<file path="config.mk">
export PLATFORM = sky130hd
export DESIGN_NAME = fb_fill_engine_flat
export DESIGN_NICKNAME = d
export VERILOG_FILES = /design/src/rtl/fb_pkg.sv /design/src/rtl/fb_fill_engine_if.sv /design/src/rtl/fb_edge_mask.sv /design/src/rtl/fb_fill_engine.sv /design/src/flat_wrapper.sv
export SDC_FILE = /design/constraint.sdc
export NUM_CORES = 1
export LEC_CHECK = 0
export BUFFER_PORTS_ARGS = -buffer_cell sky130_fd_sc_hd__clkbuf_2
export CAP_MARGIN = 20
export CORE_MARGIN = 5
export CORE_UTILIZATION = 59
export CTS_CLUSTER_SIZE = 40
export DETAILED_ROUTE_END_ITERATION = 12
export PLACE_DENSITY = 0.77
export SLEW_MARGIN = 25
export SYNTH_ARGS = -nofsm -noshare
export SYNTH_HDL_FRONTEND = slang
export SYNTH_SLANG_ARGS = --single-unit
export TNS_END_PERCENT = 50
</file>
<file path="constraint.sdc">
create_clock -name clk -period 4.1 [get_ports clk]
set_clock_uncertainty 0.1 [all_clocks]
set_input_delay 0.205 -clock clk [delete_from_list [all_inputs] [get_ports clk]]
set_output_delay 0.205 -clock clk [all_outputs]
set_load 0.005 [all_outputs]
</file>
<file path="src/rtl/fb_pkg.sv">
// fb_pkg: shared framebuffer geometry, bus widths, pixel type and fill FSM states.
package fb_pkg;
    localparam int FB_H_RES  = 640;
    localparam int FB_V_RES  = 480;
    localparam int FB_ADDR_W = 19;
    localparam int FB_WORD_W = 32;
    typedef logic [7:0] pixel_t;
    typedef enum logic [1:0] {IDLE, SETUP, WRITE, FINISH} state_t;
endpackage

</file>
<file path="src/rtl/fb_fill_engine_if.sv">
// fb_fill_engine_if: fill command handshake between a requester and the fill engine.
interface fb_fill_engine_if;
    import fb_pkg::*;
    logic       cmd_valid;
    logic       cmd_ready;
    logic [9:0] cmd_x;
    logic [8:0] cmd_y;
    logic [9:0] cmd_w;
    logic [8:0] cmd_h;
    pixel_t     cmd_color;
    modport master (output cmd_valid, cmd_x, cmd_y, cmd_w, cmd_h, cmd_color, input cmd_ready);
    modport slave  (input cmd_valid, cmd_x, cmd_y, cmd_w, cmd_h, cmd_color, output cmd_ready);
endinterface

</file>
<file path="src/rtl/fb_edge_mask.sv">
// fb_edge_mask: byte-lane write masks for the first, last and single word of a row span.
module fb_edge_mask (
    input  logic [1:0] i_start,
    input  logic [1:0] i_end,
    output logic [3:0] o_first,
    output logic [3:0] o_last,
    output logic [3:0] o_single
);
    assign o_first  = 4'b1111 << i_start;
    assign o_last   = 4'b1111 >> (2'd3 - i_end);
    assign o_single = o_first & o_last;
endmodule

</file>
<file path="src/rtl/fb_fill_engine.sv">
// fb_fill_engine: fills a rectangle of a linear RGB332 framebuffer one 32-bit word per cycle.
// Define FB_FILL_CLIP_EN to clip off-screen rectangles; otherwise they are rejected with err.
module fb_fill_engine
    import fb_pkg::*;
#(
    parameter int H_RES = FB_H_RES,
    parameter int V_RES = FB_V_RES
) (
    input  logic                 clk,
    input  logic                 resetn,
    fb_fill_engine_if.slave      cmd,
    output logic                 busy,
    output logic                 done,
    output logic                 err,
    output logic [FB_ADDR_W-1:0] bram_addra,
    output logic [FB_WORD_W-1:0] bram_dina,
    output logic                 bram_ena,
    output logic [3:0]           bram_wea,
    output logic                 bram_rsta,
    output logic                 bram_clka
);
    localparam logic [10:0] L_HRES  = 11'(H_RES);
    localparam logic [9:0]  L_VRES  = 10'(V_RES);
    localparam logic [18:0] L_HSTEP = 19'(H_RES);

    state_t        r_state, w_next;
    logic [9:0]    r_x, r_w;
    logic [8:0]    r_y, r_h, r_row, r_hlast;
    pixel_t        r_color;
    logic [18:0]   r_addr, r_row_addr;
    logic [7:0]    r_col, r_wlast;
    logic [3:0]    r_first, r_last, r_single;
    logic          r_err;

    logic [10:0]   w_xw, w_end;
    logic [9:0]    w_yh, w_w;
    logic [8:0]    w_h;
    logic [7:0]    w_wlast;
    logic [18:0]   w_row0;
    logic [3:0]    w_first, w_last, w_single;
    logic          w_bad, w_zero, w_hs, w_col_end, w_row_end;

    // sums kept one bit wider so an oversize rectangle cannot wrap back on-screen
    assign w_xw = {1'b0, r_x} + {1'b0, r_w};
    assign w_yh = {1'b0, r_y} + {1'b0, r_h};
`ifdef FB_FILL_CLIP_EN
    assign w_w   = ({1'b0, r_x} >= L_HRES) ? '0 : (w_xw > L_HRES) ? 10'(H_RES) - r_x : r_w;
    assign w_h   = ({1'b0, r_y} >= L_VRES) ? '0 : (w_yh > L_VRES) ? 9'(V_RES) - r_y : r_h;
    assign w_bad = 1'b0;
`else
    assign w_w   = r_w;
    assign w_h   = r_h;
    assign w_bad = (w_xw > L_HRES) || (w_yh > L_VRES);
`endif
    assign w_zero    = w_bad || (w_w == '0) || (w_h == '0);
    assign w_end     = {1'b0, r_x} + {1'b0, w_w} - 11'd1;
    assign w_wlast   = 8'(w_end[10:2] - {1'b0, r_x[9:2]});
    assign w_row0    = 19'(r_y) * L_HSTEP + {9'd0, r_x[9:2], 2'b00};
    assign w_hs      = cmd.cmd_valid && (r_state == IDLE);
    assign w_col_end = r_col == r_wlast;
    assign w_row_end = r_row == r_hlast;
    assign bram_rsta = ~resetn;
    assign bram_clka = clk;

    fb_edge_mask u_mask (
        .i_start (r_x[1:0]),
        .i_end   (w_end[1:0]),
        .o_first (w_first),
        .o_last  (w_last),
        .o_single(w_single)
    );

    always_ff @(posedge clk)
        r_state <= !resetn ? IDLE : w_next;

    always_comb begin
        w_next = r_state;
        case (r_state)
            IDLE:    w_next = w_hs ? SETUP : IDLE;
            SETUP:   w_next = w_zero ? FINISH : WRITE;
            WRITE:   w_next = (w_col_end && w_row_end) ? FINISH : WRITE;
            default: w_next = IDLE;
        endcase
        cmd.cmd_ready = r_state == IDLE;
        busy          = r_state != IDLE;
        done          = (r_state == FINISH) && !r_err;
        err           = (r_state == FINISH) && r_err;
        bram_ena      = r_state == WRITE;
        bram_addra    = bram_ena ? r_addr : '0;
        bram_dina     = bram_ena ? {4{r_color}} : '0;
        bram_wea      = !bram_ena ? 4'h0 : (r_col == '0) ? (w_col_end ? r_single : r_first) :
                        w_col_end ? r_last : 4'hF;
    end

    always_ff @(posedge clk) begin
        if (!resetn) begin
            {r_x, r_w, r_y, r_h, r_color} <= '0;
            {r_addr, r_row_addr, r_col, r_wlast, r_row, r_hlast} <= '0;
            {r_first, r_last, r_single, r_err} <= '0;
        end else begin
            if (w_hs) begin
                r_x     <= cmd.cmd_x;
                r_y     <= cmd.cmd_y;
                r_w     <= cmd.cmd_w;
                r_h     <= cmd.cmd_h;
                r_color <= cmd.cmd_color;
            end
            if (r_state == SETUP) begin
                r_addr     <= w_row0;
                r_row_addr <= w_row0;
                r_col      <= '0;
                r_row      <= '0;
                r_wlast    <= w_wlast;
                r_hlast    <= w_h - 9'd1;
                r_first    <= w_first;
                r_last     <= w_last;
                r_single   <= w_single;
                r_err      <= w_bad;
            end
            if (r_state == WRITE) begin
                r_col      <= w_col_end ? '0 : r_col + 8'd1;
                r_row      <= w_col_end ? r_row + 9'd1 : r_row;
                r_row_addr <= w_col_end ? r_row_addr + L_HSTEP : r_row_addr;
                r_addr     <= w_col_end ? r_row_addr + L_HSTEP : r_addr + 19'd4;
            end
        end
    end
endmodule
</file>
<file path="src/flat_wrapper.sv">
// flat-port wrapper written by rule: the top's interface ports become plain ports
module fb_fill_engine_flat import fb_pkg::*;
#(
    parameter int H_RES = FB_H_RES,
    parameter int V_RES = FB_V_RES
)
  (clk, resetn, busy, done, err, bram_addra, bram_dina, bram_ena, bram_wea, bram_rsta, bram_clka, cmd_cmd_valid, cmd_cmd_x, cmd_cmd_y, cmd_cmd_w, cmd_cmd_h, cmd_cmd_color, cmd_cmd_ready);
  fb_fill_engine_if cmd_i ();
  input  logic clk;
  input  logic resetn;
  output logic busy;
  output logic done;
  output logic err;
  output logic [FB_ADDR_W-1:0] bram_addra;
  output logic [FB_WORD_W-1:0] bram_dina;
  output logic bram_ena;
  output logic [3:0] bram_wea;
  output logic bram_rsta;
  output logic bram_clka;
  input wire logic [$bits(cmd_i.cmd_valid)-1:0] cmd_cmd_valid;
  input wire logic [$bits(cmd_i.cmd_x)-1:0] cmd_cmd_x;
  input wire logic [$bits(cmd_i.cmd_y)-1:0] cmd_cmd_y;
  input wire logic [$bits(cmd_i.cmd_w)-1:0] cmd_cmd_w;
  input wire logic [$bits(cmd_i.cmd_h)-1:0] cmd_cmd_h;
  input wire logic [$bits(cmd_i.cmd_color)-1:0] cmd_cmd_color;
  output wire logic [$bits(cmd_i.cmd_ready)-1:0] cmd_cmd_ready;
  assign cmd_i.cmd_valid = cmd_cmd_valid;
  assign cmd_i.cmd_x = cmd_cmd_x;
  assign cmd_i.cmd_y = cmd_cmd_y;
  assign cmd_i.cmd_w = cmd_cmd_w;
  assign cmd_i.cmd_h = cmd_cmd_h;
  assign cmd_i.cmd_color = cmd_cmd_color;
  assign cmd_cmd_ready = cmd_i.cmd_ready;
  fb_fill_engine #(.H_RES(H_RES), .V_RES(V_RES)) u_core (.clk(clk), .resetn(resetn), .cmd(cmd_i), .busy(busy), .done(done), .err(err), .bram_addra(bram_addra), .bram_dina(bram_dina), .bram_ena(bram_ena), .bram_wea(bram_wea), .bram_rsta(bram_rsta), .bram_clka(bram_clka));
endmodule
</file>
# After elaboration in Yosys (flattened, before gate mapping)
# Index checks and enable logic that the tools add are counted.
# op_classes
add_sub_neg,11
n_mul,1
magnitude_cmp,2
eq_ne,6
n_shift,2
mux,21
bitwise,2
n_reduce_logical,15
# op_table
operator,count
$mux W19,6
$mux W32,1
$mux W9,3
$mux W8,3
$add A19 B10 Y19,1
$add A19 B10 Y19 const B,1
$add A19 B3 Y19 const B,1
$mux W4,4
$mul A9 B3 Y12 const B,1
$add A10 B10 Y11,1
$gt A11 B10 Y1 const B,1
$add A9 B9 Y10,1
$gt A10 B9 Y1 const B,1
$logic_not A10 Y1,1
$sub A10 B1 Y10 const B,1
$add A9 B1 Y9 const B,1
$eq A9 B9 Y1,1
$logic_not A9 Y1,1
$sub A9 B1 Y9 const B,1
$add A8 B1 Y8 const B,1
$eq A8 B8 Y1,1
$logic_not A8 Y1,1
$sub A8 B8 Y8,1
$pmux W2 S3,1
15 further kinds,24
# word_totals
reg_bits,133
in_bits,49

# Longest topological paths before layout
# logic_depth
depth_word,7
depth_mapped,15
depth_no_buf,15

# Cells and area by module
# Synthesis repeated with hierarchy kept, for this count alone.
# unflattened
hier_cells,1061
hier_area_um2,8360.5
# modules_own_cells
module,n_inst,cells_per_inst,area_each_um2
fb_fill_engine,1,1048,8276.7
fb_edge_mask,1,13,83.8

==> results.sh <==
export IMPL_diodes=0
export IMPL_crit_type="reg -> reg"
export IMPL_tns_ps=0
export IMPL_die_w_um=129
export IMPL_clk_pin_slew_ps=60
export IMPL_power_density_nw_per_um2=700
export IMPL_startpoint_type="flip-flop"
export IMPL_switching_power_mw=2.94
export IMPL_r2r_cells=13
export IMPL_synth_async_reset_ratio_pct=0
export IMPL_p_int_mw=4.02
export IMPL_highest_layer="met4"
export IMPL_p_clk_share_pct=23.4
export IMPL_routed_wl_mm=20.7
export IMPL_htree_levels=4
export IMPL_worstPathRequired_ps=4290
export IMPL_cts_buffers=17
export IMPL_setup_worst_path_end_class="flip-flop"
export IMPL_slew_headroom_pct=37.5
export IMPL_ir_drop_uv=498
export IMPL_fin_hold_ws_ps=348
export IMPL_status="finished, final reports clean"
export IMPL_worst_pin_slew_ps=937
export IMPL_grt_usage_pct=25.4
export IMPL_antenna_found_initial=0
export IMPL_wl_met2_mm=9.58
export IMPL_dpl_cell_count=1296
export IMPL_regToRegEndpoint="u_core.r_wlast[6]"
export IMPL_grt_pass1_wl_mm=34.7
export IMPL_grt_setup_unrepaired="false"
export IMPL_cap_violations=0
export IMPL_area_growth_pct=18.6
export IMPL_cp_arrival_ps=3730
export IMPL_clock_fmax_ghz=0.282
export IMPL_syn_num_nets=1182
export IMPL_hold_class="reg -> reg"
export IMPL_synth_edf_count=0
export IMPL_synth_area_um2=8380
export IMPL_yosysWarningCount=0
export IMPL_grt_overflow_total=0
export IMPL_wl_per_cell_um=15.1
export IMPL_r2r_start="u_core.r_x[0]"
export IMPL_via_count=7760
export IMPL_final_util_pct=71.6
export IMPL_final_antenna_net_count=0
export IMPL_min_period_ps=3540
export IMPL_route_met3_wl_um=989
export IMPL_ys_types=71
export IMPL_root_buffer="clkbuf_16"
export IMPL_grt_max_degree=53
export IMPL_ys_seq_area_share_pct=30.3
export IMPL_final_net_count=1292
export IMPL_drcViolationCount=0
export IMPL_crit_start="u_core.r_x[0]"
export IMPL_place_hpwl_mm=14.5
export IMPL_num_rows=43
export IMPL_setup_viol=0
export IMPL_core_um2=13900
export IMPL_syn_avg_cell_area_um2=7.82
export IMPL_die_area_um2=16700
export IMPL_clk_latency_ps=420
export IMPL_wl_met1_mm=9.70
export IMPL_first_iter_violations=500
export IMPL_ioPinCount=111
export IMPL_period_share_pct=86.4
export IMPL_finalHoldViolCount=0
export IMPL_ys_seq_elements=127
export IMPL_routed_via_density=5.65
export IMPL_cp_endpoint="u_core.r_wlast[6]"
export IMPL_cts_resized=0
export IMPL_p_comb_share_pct=50.1
export IMPL_port_buffers=110
export IMPL_switching_share_pct=42.3
export IMPL_ys_flop_type="dfxtp_1"
export IMPL_gp_congestion=0.900
export IMPL_critPathMaxFanout=5
export IMPL_synth_cells=1071
export IMPL_p_seq_share_pct=26.5
export IMPL_drive_gt1_share_pct=15.3
export IMPL_start_util_pct=60.4
export IMPL_cts_tree="yes"
export IMPL_p_leak_nw=4.19
export IMPL_r2r_slack_ps=560
export IMPL_clockBufferDepth=2
export IMPL_final_cell_count_no_fill=1374
export IMPL_dr_pass1_iters=6
export IMPL_die_h_um=129
export IMPL_grt_pass1_vias=7306
export IMPL_report_final_slew_viol_count=0
-- cells by family (layout without fill, tap and decap cells) --
family / Yosys count / in the layout / share of synthesized area, %
and+or+nand+nor: 402 / 402 / 22.8
DFF: 127 / 127 / 30.3
xor gates and xnor gates: 79 / 79 / 8.26
adders and majority gates: 62 / 62 / 9.71
AOI/OAI and AO/OA: 266 / 266 / 19.8
muxes: 24 / 24 / 2.88
buffers and inverters: 111 / 234 / 6.29
-- power groups by stage --
stage                     registers, mW  logic [mW]  clock network, mW
after floorplan                    1.76        2.74             0.0158
after global placement             1.85        3.32             0.0107
after detailed placement           1.86        3.41             0.0107
after CTS                          1.84        3.48               1.64
after global routing               1.89        3.90               1.70
final                              1.85        3.49               1.63
-- layout make-up --
| type | instances | area [um2] |
|---|---|---|
| Clock buffer | 19 | 444 |
| Clock inverter | 14 | 188 |
| Fill cell | 1091 | 3940 |
| Inverter | 34 | 128 |
| Multi-Input combinational cell | 833 | 5320 |
| Sequential cell | 127 | 2540 |
| Tap cell | 180 | 225 |
| Timing Repair Buffer | 167 | 1100 |
-- how the worst min path moves through the flow --
stage                     cells past startpoint         startpoint                end
final                                         2  u_core.r_color[1]  u_core.r_color[1]
after global placement                        1                clk          bram_clka
after detailed placement                      1                clk          bram_clka
after floorplan                               1                clk          bram_clka
after CTS                                     2  u_core.r_color[1]  u_core.r_color[1]
after global routing                          2  u_core.r_color[1]  u_core.r_color[1]
-- worst max-delay path, stage by stage (launching register included) --
cell and delay, ps:
dfxtp_1 340, ha_1 230, fa_1 450, xor2_1 210
or3_1 380, xnor2_1 190, fa_1 450, a21o_1 180
a21oi_1 260, o21bai_1 90, a21oi_1 220, xnor2_1 110
mux2i_1 140, nor2_1 50
-- cells in the mapped netlist, drive strengths merged, types with 2 or more instances --
cell     instances  share of area, %
a211oi          21               2.0
a21boi           4              0.36
a21o             5              0.45
a21oi          110               6.8
a22oi            2              0.18
a311oi           4              0.42
a31oi           10              0.75
a41oi            3              0.40
and2            32               2.4
and3             9              0.67
buf             38               3.0
clkbuf          39               1.7
dfxtp          127                30
fa               5               1.2
ha              57               8.5
inv             34               1.5
mux2i           23               2.7
nand2          152               6.8
nand2b          13              0.97
nand3           14              0.84
nand3b           7              0.63
nand4           17               1.3
nor2           100               4.5
nor2b           12              0.90
nor3            14              0.84
nor3b            2              0.24
nor4             8              0.60
nor4b            2              0.28
o2111ai          2              0.21
o211a            5              0.60
o211ai          10              0.96
o21a             4              0.36
o21ai           65               3.9
o21ba            2              0.24
o21bai           3              0.27
o221a            2              0.27
o22ai            5              0.45
o311ai           2              0.21
or2              5              0.37
or3              7              0.52
or4              3              0.31
xnor2           51               5.3
xor2            28               2.9
-- state kept, by name, indices dropped and copies added (netlist names) --
register and flops:
u_core.r_y 9, u_core.r_h 9, u_core.r_single 4, u_core.r_err 1, u_core.r_color 8, u_core.r_first 2
u_core.r_col 8, u_core.r_row_addr 17, u_core.r_addr 18, u_core.r_w 10, u_core.r_state 2, u_core.r_row 9
u_core.r_wlast 8, u_core.r_hlast 9, u_core.r_x 10, u_core.r_last 3
-- through the flow --
| step | setup WS (ps) | power, mW | instance area, um2 |
|---|---|---|---|
| after floorplan | 870 | 4.52 | 8380 |
| after detailed placement | 594 | 5.28 | 8850 |
| after global routing | 300 | 7.49 | 9940 |
| after global placement | 689 | 5.19 | 8850 |
| final | 558 | 6.96 | 9940 |
| after CTS | 553 | 6.96 | 9940 |
-- what timing repair did --
| item | 4_1_cts | 5_1_grt |
|---|---|---|
| hold buffers | 46 | 0 |
| buffers inserted | 0 | 0 |
| hold endpoints to repair | 46 | 0 |
-- cells in the final DEF (no fill, tap or decap), types with 9 or more instances in the layout --
master / instances
clkbuf_16: 17
a211oi_1: 19
o211ai_1: 9
dfxtp_1: 127
xor2_1: 28
and2_1: 32
a21oi_1: 106
inv_1: 33
o21ai_0: 62
mux2i_1: 23
nand2b_1: 13
nor2_1: 99
nand3_1: 14
nand4_1: 17
and3_1: 9
xnor2_1: 51
nor2b_1: 12
clkbuf_2: 110
nand2_1: 152
dlygate4sd3_1: 46
ha_1: 55
nor3_1: 14
buf_4: 12
a31oi_1: 10
-- metal layers --
layer	vias up	global-route usage, %
li1	3923	-
met3	37	4.99
met1	3616	33.7
met5	-	0
met4	0	9.08
met2	184	41.2
No activity file was read; power rests on OpenSTA's default activity.
